<file path="src/rtl/packet_writer.sv">
// packet_writer: assembles demodulated symbols LSB-first into DATA_W-bit
// words and writes them to consecutive memory addresses starting at 0.
// A packet is started with pkt_start/pkt_size, can be cancelled with abort,
// and ends with a one-cycle pkt_done pulse after the last word is written.
//
// Handshake: pkt_start and sym_valid are single-cycle strobes with no
// back-pressure; a strobe is consumed on the rising edge where it is high
// and the FSM is in a state that accepts it (pkt_start in IDLE, sym_valid
// in COLLECT). Strobes seen in other states are dropped.
module packet_writer #(
  parameter int ADDR_W = 8,
  parameter int DATA_W = 8
) (
  input  logic              clk,
  input  logic              rst,
  input  logic              pkt_start,
  input  logic [ADDR_W-1:0] pkt_size,
  input  logic              abort,
  input  logic              sym_valid,
  input  logic              sym_val,
  output logic              mem_we,
  output logic [ADDR_W-1:0] mem_addr,
  output logic [DATA_W-1:0] mem_data,
  output logic              busy,
  output logic              pkt_done,
  output logic              aborted,
  output logic [1:0]        state_dbg
);

  localparam int BIT_W = (DATA_W > 1) ? $clog2(DATA_W) : 1;
  localparam logic [BIT_W-1:0] LAST_BIT = BIT_W'(DATA_W - 1);

  typedef enum logic [1:0] {
    S_IDLE    = 2'd0,
    S_COLLECT = 2'd1,
    S_DONE    = 2'd2
  } state_e;

  state_e            state_q, state_d;
  logic [ADDR_W-1:0] size_q, size_d;
  logic [ADDR_W-1:0] byte_cnt_q, byte_cnt_d;
  logic [BIT_W-1:0]  bit_cnt_q, bit_cnt_d;
  logic [DATA_W-1:0] shift_q, shift_d;
  logic              mem_we_q, mem_we_d;
  logic [ADDR_W-1:0] mem_addr_q, mem_addr_d;
  logic [DATA_W-1:0] mem_data_q, mem_data_d;
  logic              pkt_done_q, pkt_done_d;
  logic              aborted_q, aborted_d;

  logic              sym_take;
  logic              byte_full;
  logic              last_byte;
  logic [DATA_W-1:0] byte_asm;

  // Symbol acceptance: abort wins over a coincident symbol.
  assign sym_take  = (state_q == S_COLLECT) && sym_valid && !abort;
  assign byte_full = sym_take && (bit_cnt_q == LAST_BIT);
  assign last_byte = (byte_cnt_q == (size_q - 1'b1));

  // State register.
  always_ff @(posedge clk or posedge rst) begin
    if (rst) begin
      state_q <= S_IDLE;
    end else begin
      state_q <= state_d;
    end
  end

  // Next-state logic.
  always_comb begin
    state_d = state_q;
    case (state_q)
      S_IDLE: begin
        if (pkt_start) begin
          state_d = (pkt_size == '0) ? S_DONE : S_COLLECT;
        end
      end
      S_COLLECT: begin
        if (abort) begin
          state_d = S_IDLE;
        end else if (byte_full && last_byte) begin
          state_d = S_DONE;
        end
      end
      S_DONE: begin
        state_d = S_IDLE;
      end
      default: begin
        state_d = S_IDLE;
      end
    endcase
  end

  // Datapath and registered outputs driven by the current state.
  always_comb begin
    size_d     = size_q;
    byte_cnt_d = byte_cnt_q;
    bit_cnt_d  = bit_cnt_q;
    shift_d    = shift_q;
    mem_we_d   = 1'b0;
    mem_addr_d = mem_addr_q;
    mem_data_d = mem_data_q;
    pkt_done_d = (state_q == S_DONE);
    aborted_d  = (state_q == S_COLLECT) && abort;
    byte_asm   = shift_q;
    byte_asm[bit_cnt_q] = sym_val;

    case (state_q)
      S_IDLE: begin
        if (pkt_start) begin
          size_d     = pkt_size;
          byte_cnt_d = '0;
          bit_cnt_d  = '0;
          shift_d    = '0;
        end
      end
      S_COLLECT: begin
        if (abort) begin
          // Partial word is thrown away; nothing reaches memory.
          byte_cnt_d = '0;
          bit_cnt_d  = '0;
          shift_d    = '0;
        end else if (sym_valid) begin
          if (bit_cnt_q == LAST_BIT) begin
            mem_we_d   = 1'b1;
            mem_addr_d = byte_cnt_q;
            mem_data_d = byte_asm;
            byte_cnt_d = byte_cnt_q + 1'b1;
            bit_cnt_d  = '0;
            shift_d    = '0;
          end else begin
            shift_d   = byte_asm;
            bit_cnt_d = bit_cnt_q + 1'b1;
          end
        end
      end
      default: begin
      end
    endcase
  end

  // Datapath registers; reset clears everything immediately.
  always_ff @(posedge clk or posedge rst) begin
    if (rst) begin
      size_q     <= '0;
      byte_cnt_q <= '0;
      bit_cnt_q  <= '0;
      shift_q    <= '0;
      mem_we_q   <= 1'b0;
      mem_addr_q <= '0;
      mem_data_q <= '0;
      pkt_done_q <= 1'b0;
      aborted_q  <= 1'b0;
    end else begin
      size_q     <= size_d;
      byte_cnt_q <= byte_cnt_d;
      bit_cnt_q  <= bit_cnt_d;
      shift_q    <= shift_d;
      mem_we_q   <= mem_we_d;
      mem_addr_q <= mem_addr_d;
      mem_data_q <= mem_data_d;
      pkt_done_q <= pkt_done_d;
      aborted_q  <= aborted_d;
    end
  end

  assign mem_we    = mem_we_q;
  assign mem_addr  = mem_addr_q;
  assign mem_data  = mem_data_q;
  assign pkt_done  = pkt_done_q;
  assign aborted   = aborted_q;
  assign busy      = (state_q == S_COLLECT);
  assign state_dbg = state_q;

endmodule

</file>
<file path="config.mk">
export PLATFORM = sky130hd
export DESIGN_NAME = packet_writer
export DESIGN_NICKNAME = d
export VERILOG_FILES = /design/src/rtl/packet_writer.sv
export SDC_FILE = /design/constraint.sdc
export NUM_CORES = 1
export LEC_CHECK = 0
export ABC_CLOCK_PERIOD_IN_PS = 6000
export BUFFER_PORTS_ARGS = -buffer_cell sky130_fd_sc_hd__buf_2
export CAP_MARGIN = 20
export CORE_MARGIN = 3
export CORE_UTILIZATION = 63
export CTS_BUF_LIST = sky130_fd_sc_hd__clkbuf_8
export CTS_CLUSTER_DIAMETER = 120
export DETAILED_ROUTE_END_ITERATION = 8
export GPL_TIMING_DRIVEN = 0
export PLACE_DENSITY = 0.95
export SETUP_SLACK_MARGIN = 0.15
export SLEW_MARGIN = 10
export SYNTH_ARGS = -nofsm -noshare
export SYNTH_HDL_FRONTEND = slang
export SYNTH_SLANG_ARGS = --single-unit
</file>
<file path="constraint.sdc">
create_clock -name clk -period 6 [get_ports clk]
set_input_delay 0.3 -clock clk [delete_from_list [all_inputs] [get_ports clk]]
set_output_delay 0.3 -clock clk [all_outputs]
set_load 0.005 [all_outputs]
</file>
==> results_dict.tcl <==
set metrics [dict create \
    timing.final.max_slew_violations 0 \
    crit_type "flip-flop to flip-flop" \
    synth-edff-count 0 \
    root_buffer "clkbuf_8" \
    clock-sinks 48 \
    post-dp-hpwl_um 3430 \
    relSlewSlack_pct 42.2 \
    die_h_um 67.0 \
    yosysTopAreaCellShare_pct 51.3 \
    outcome "completed" \
    yosysUniqueCellTypes 39 \
    syn_area_per_cell_um2 9.88 \
    worst_r2r_endpoint "byte_cnt_q[5]$_DFFE_PP0P_" \
    ant_nets 0 \
    drv_cap 0 \
    cts_resized 0 \
    h-tree-depth 2 \
    clock_latency_ns 0.30 \
    layout_commonest_cell "dfrtp_1" \
    final_cell_count_no_fill 327 \
    ys_warn_count 0 \
    r2r_start "bit_cnt_q[1]$_DFFE_PP0P_" \
    grt_pass1_wl_um 8080 \
    path_max_fanout 6 \
    syn_area_um2 2340 \
    p_leak_nw 1.35 \
    nets 298 \
    io_pins 36 \
    start_kind "flip-flop" \
    p_comb_share_pct 31.1 \
    cts.reportedPaths.clkPinSlew_ns 0.09 \
    dp_slack_ns 3.82 \
    pwr_density_cell_nw_per_um2 335 \
    cpPeakStageDelay_ns 0.73 \
    min_path_cells 3 \
    antenna_found_initial 0 \
    clock-skew-final_ns 0.00628 \
    drtIter0Drc 141 \
    hold_start "pkt_size[0]" \
    synth_nets 255 \
    via_per_inst 5.51 \
    pwr-share-seq_pct 44.0 \
    cpMostUsedCell "ha_1" \
    drive_gt1_share_pct 19.6 \
    final.period_utilization_pct 37.1 \
    hold_violations 0 \
    switching_share_pct 33.0 \
    io_buffer_count 34 \
    seq_area_frac_synth_pct 51.3 \
    setup_viol_count_final 0 \
    p_switching_mw 0.299 \
    async_flop_share_pct 100 \
    crit_chain "ha_1 > ha_1 > nand2_1 > a311oi_1 > and4_1 > nand3_1 > xor2_1 > nor2_1" \
    core_area_um2 3470 \
    rsz0062_at_grt "no" \
    critPathTopFamily "compound AO/OA/AOI/OAI gates" \
    min_path_type "input port to flip-flop" \
    vias 1801 \
    setup_tns_ns 0 \
    layout_common_cells "48 x dfrtp_1, 46 x nand2_1, 34 x buf_2, 23 x o21ai_0, 17 x nor2_1" \
    syn2layout_area_growth_pct 15.6 \
    diodes 0 \
    start_util_pct 67.5 \
    wl_per_cell_um 14.5 \
    required_ns 6.17 \
    gp_congestion 0.819 \
    grt_pass1_vias 1821 \
    cts_buffers 5 \
    synthTopCellsByArea "dfrtp_1 51%, nand2_1 7.4%, o21ai_0 4.9%" \
    setup_slack_ns 3.77 \
    rr_worst_depth 8 \
    clockBufferDepth 2 \
    synth_flop_cell "dfrtp_1" \
    worst_ep_arrival_time_ns 2.40 \
    clock_power_share_pct 24.9 \
    fin_crit_ns 2.23 \
    whs_endpoint "size_q[0]$_DFFE_PP0P_" \
    final_util_pct 78.0 \
    wl_um 4750 \
    ys_ff_latch 48 \
    grt_start_max_net_pins 36 \
    syn_inst 237 \
    grtUsageTotal_pct 24.1 \
    die_w_um 67.0 \
    yosysTopAreaCell "dfrtp_1" \
    r2r_setup_slack_ns 3.77 \
    cts_tree "yes" \
    crit_buf_inv 0 \
    dr.pass1.iters 4 \
    num_rows 21 \
    grt_overflow 0 \
    drc_errors 0 \
    cpMaxStageDelayCell "a311oi_1" \
    power.internal_mw 0.607 \
    dieArea_um2 4480 \
    end_kind "flip-flop" \
    tightest_slew_ns 0.861 \
    max_freq_ghz 0.449 \
    vdd_drop_max_v 0.000305 \
    dp.cells 318 \
]
registers in the layout, summed over array words and instances (netlist names):
name	count
state_dbg	2
byte_cnt_q	8
bit_cnt_q	3
aborted	1
size_q	8
shift_q	8
pkt_done	1
mem_we	1
mem_addr	8
mem_data	8
Yosys cell counts (2+ instances only):
master,n
a211o_1,2
a22o_1,2
and4_1,2
clkbuf_1,10
dfrtp_1,48
ha_1,4
inv_1,7
mux2_2,7
mux2i_1,10
nand2_1,46
nand3_1,7
nand3b_1,3
nand4_1,3
nor2_1,17
nor3_1,3
nor3b_1,4
nor4_1,3
o21ai_0,23
xnor2_1,6
xor2_1,11
metrics by stage:
step | cell area, µm² | power [mW] | hold WS (ns)
after floorplan | 2340 | 0.609 | 0.417
after global placement | 2570 | 0.658 | 0.455
after detailed placement | 2590 | 0.677 | 0.274
after CTS | 2710 | 0.907 | 0.228
after global routing | 2710 | 0.957 | 0.254
final | 2710 | 0.906 | 0.233
worst register-to-register path: stages (launching register included):
cell and delay [ns]:
dfrtp_1 0.36, ha_1 0.15, ha_1 0.15, nand2_1 0.07
a311oi_1 0.73, and4_1 0.35, nand3_1 0.10, xor2_1 0.14
nor2_1 0.05
power groups by stage:
stage / logic (mW) / clock network [mW] / registers, mW
3_3_place_gp: 0.257 / 0 / 0.402
4_1_cts: 0.281 / 0.228 / 0.398
6_report: 0.281 / 0.225 / 0.399
3_5_place_dp: 0.273 / 0 / 0.404
5_1_grt: 0.315 / 0.238 / 0.404
2_1_floorplan: 0.213 / 0 / 0.396
area by class of cell:
cell class,count,area [µm²]
Buffer,13,60.1
Timing Repair Buffer,36,200
Inverter,8,30.0
Clock inverter,3,38.8
Multi-Input combinational cell,168,1050
Fill cell,233,762
Clock buffer,5,68.8
Sequential cell,48,1200
Tap cell,46,57.6
cells by family after synthesis:
logic type      after synthesis  share of synthesized area, %
flops                        48                          51.3
xor+xnor                     17                          6.36
simple gates                 94                          18.9
compound gates               36                          9.78
fa+ha+maj                     4                          2.14
buf+inv                      21                          3.85
mux                          17                          7.64
worst max-delay path by stage:
stage	start	endpoint	slack, ns	cells after the start
after floorplan	bit_cnt_q[0]$_DFFE_PP0P_	state_dbg[0]$_DFFE_PP0P_	4.09	9
final	bit_cnt_q[1]$_DFFE_PP0P_	byte_cnt_q[5]$_DFFE_PP0P_	3.77	8
after global routing	size_q[0]$_DFFE_PP0P_	state_dbg[0]$_DFFE_PP0P_	3.50	9
after CTS	bit_cnt_q[1]$_DFFE_PP0P_	byte_cnt_q[7]$_DFFE_PP0P_	3.80	8
after detailed placement	bit_cnt_q[1]$_DFFE_PP0P_	byte_cnt_q[7]$_DFFE_PP0P_	3.82	8
after global placement	bit_cnt_q[0]$_DFFE_PP0P_	byte_cnt_q[5]$_DFFE_PP0P_	3.83	8
routing by layer:
metal	global-route usage, %	wire length, µm	vias up
met5	0	0	-
met4	8.86	88	0
met3	4.89	164	10
met2	41.5	2420	37
met1	29.8	2080	869
li1	-	-	885
timing repair:
item                                   4_1_cts  5_1_grt
setup endpoints to repair                    0        0
endpoints found under the hold margin       13        0
setup buffers                                0        0
hold buffers                                 1        0
Note: power is estimated with default switching activity, not from simulation.
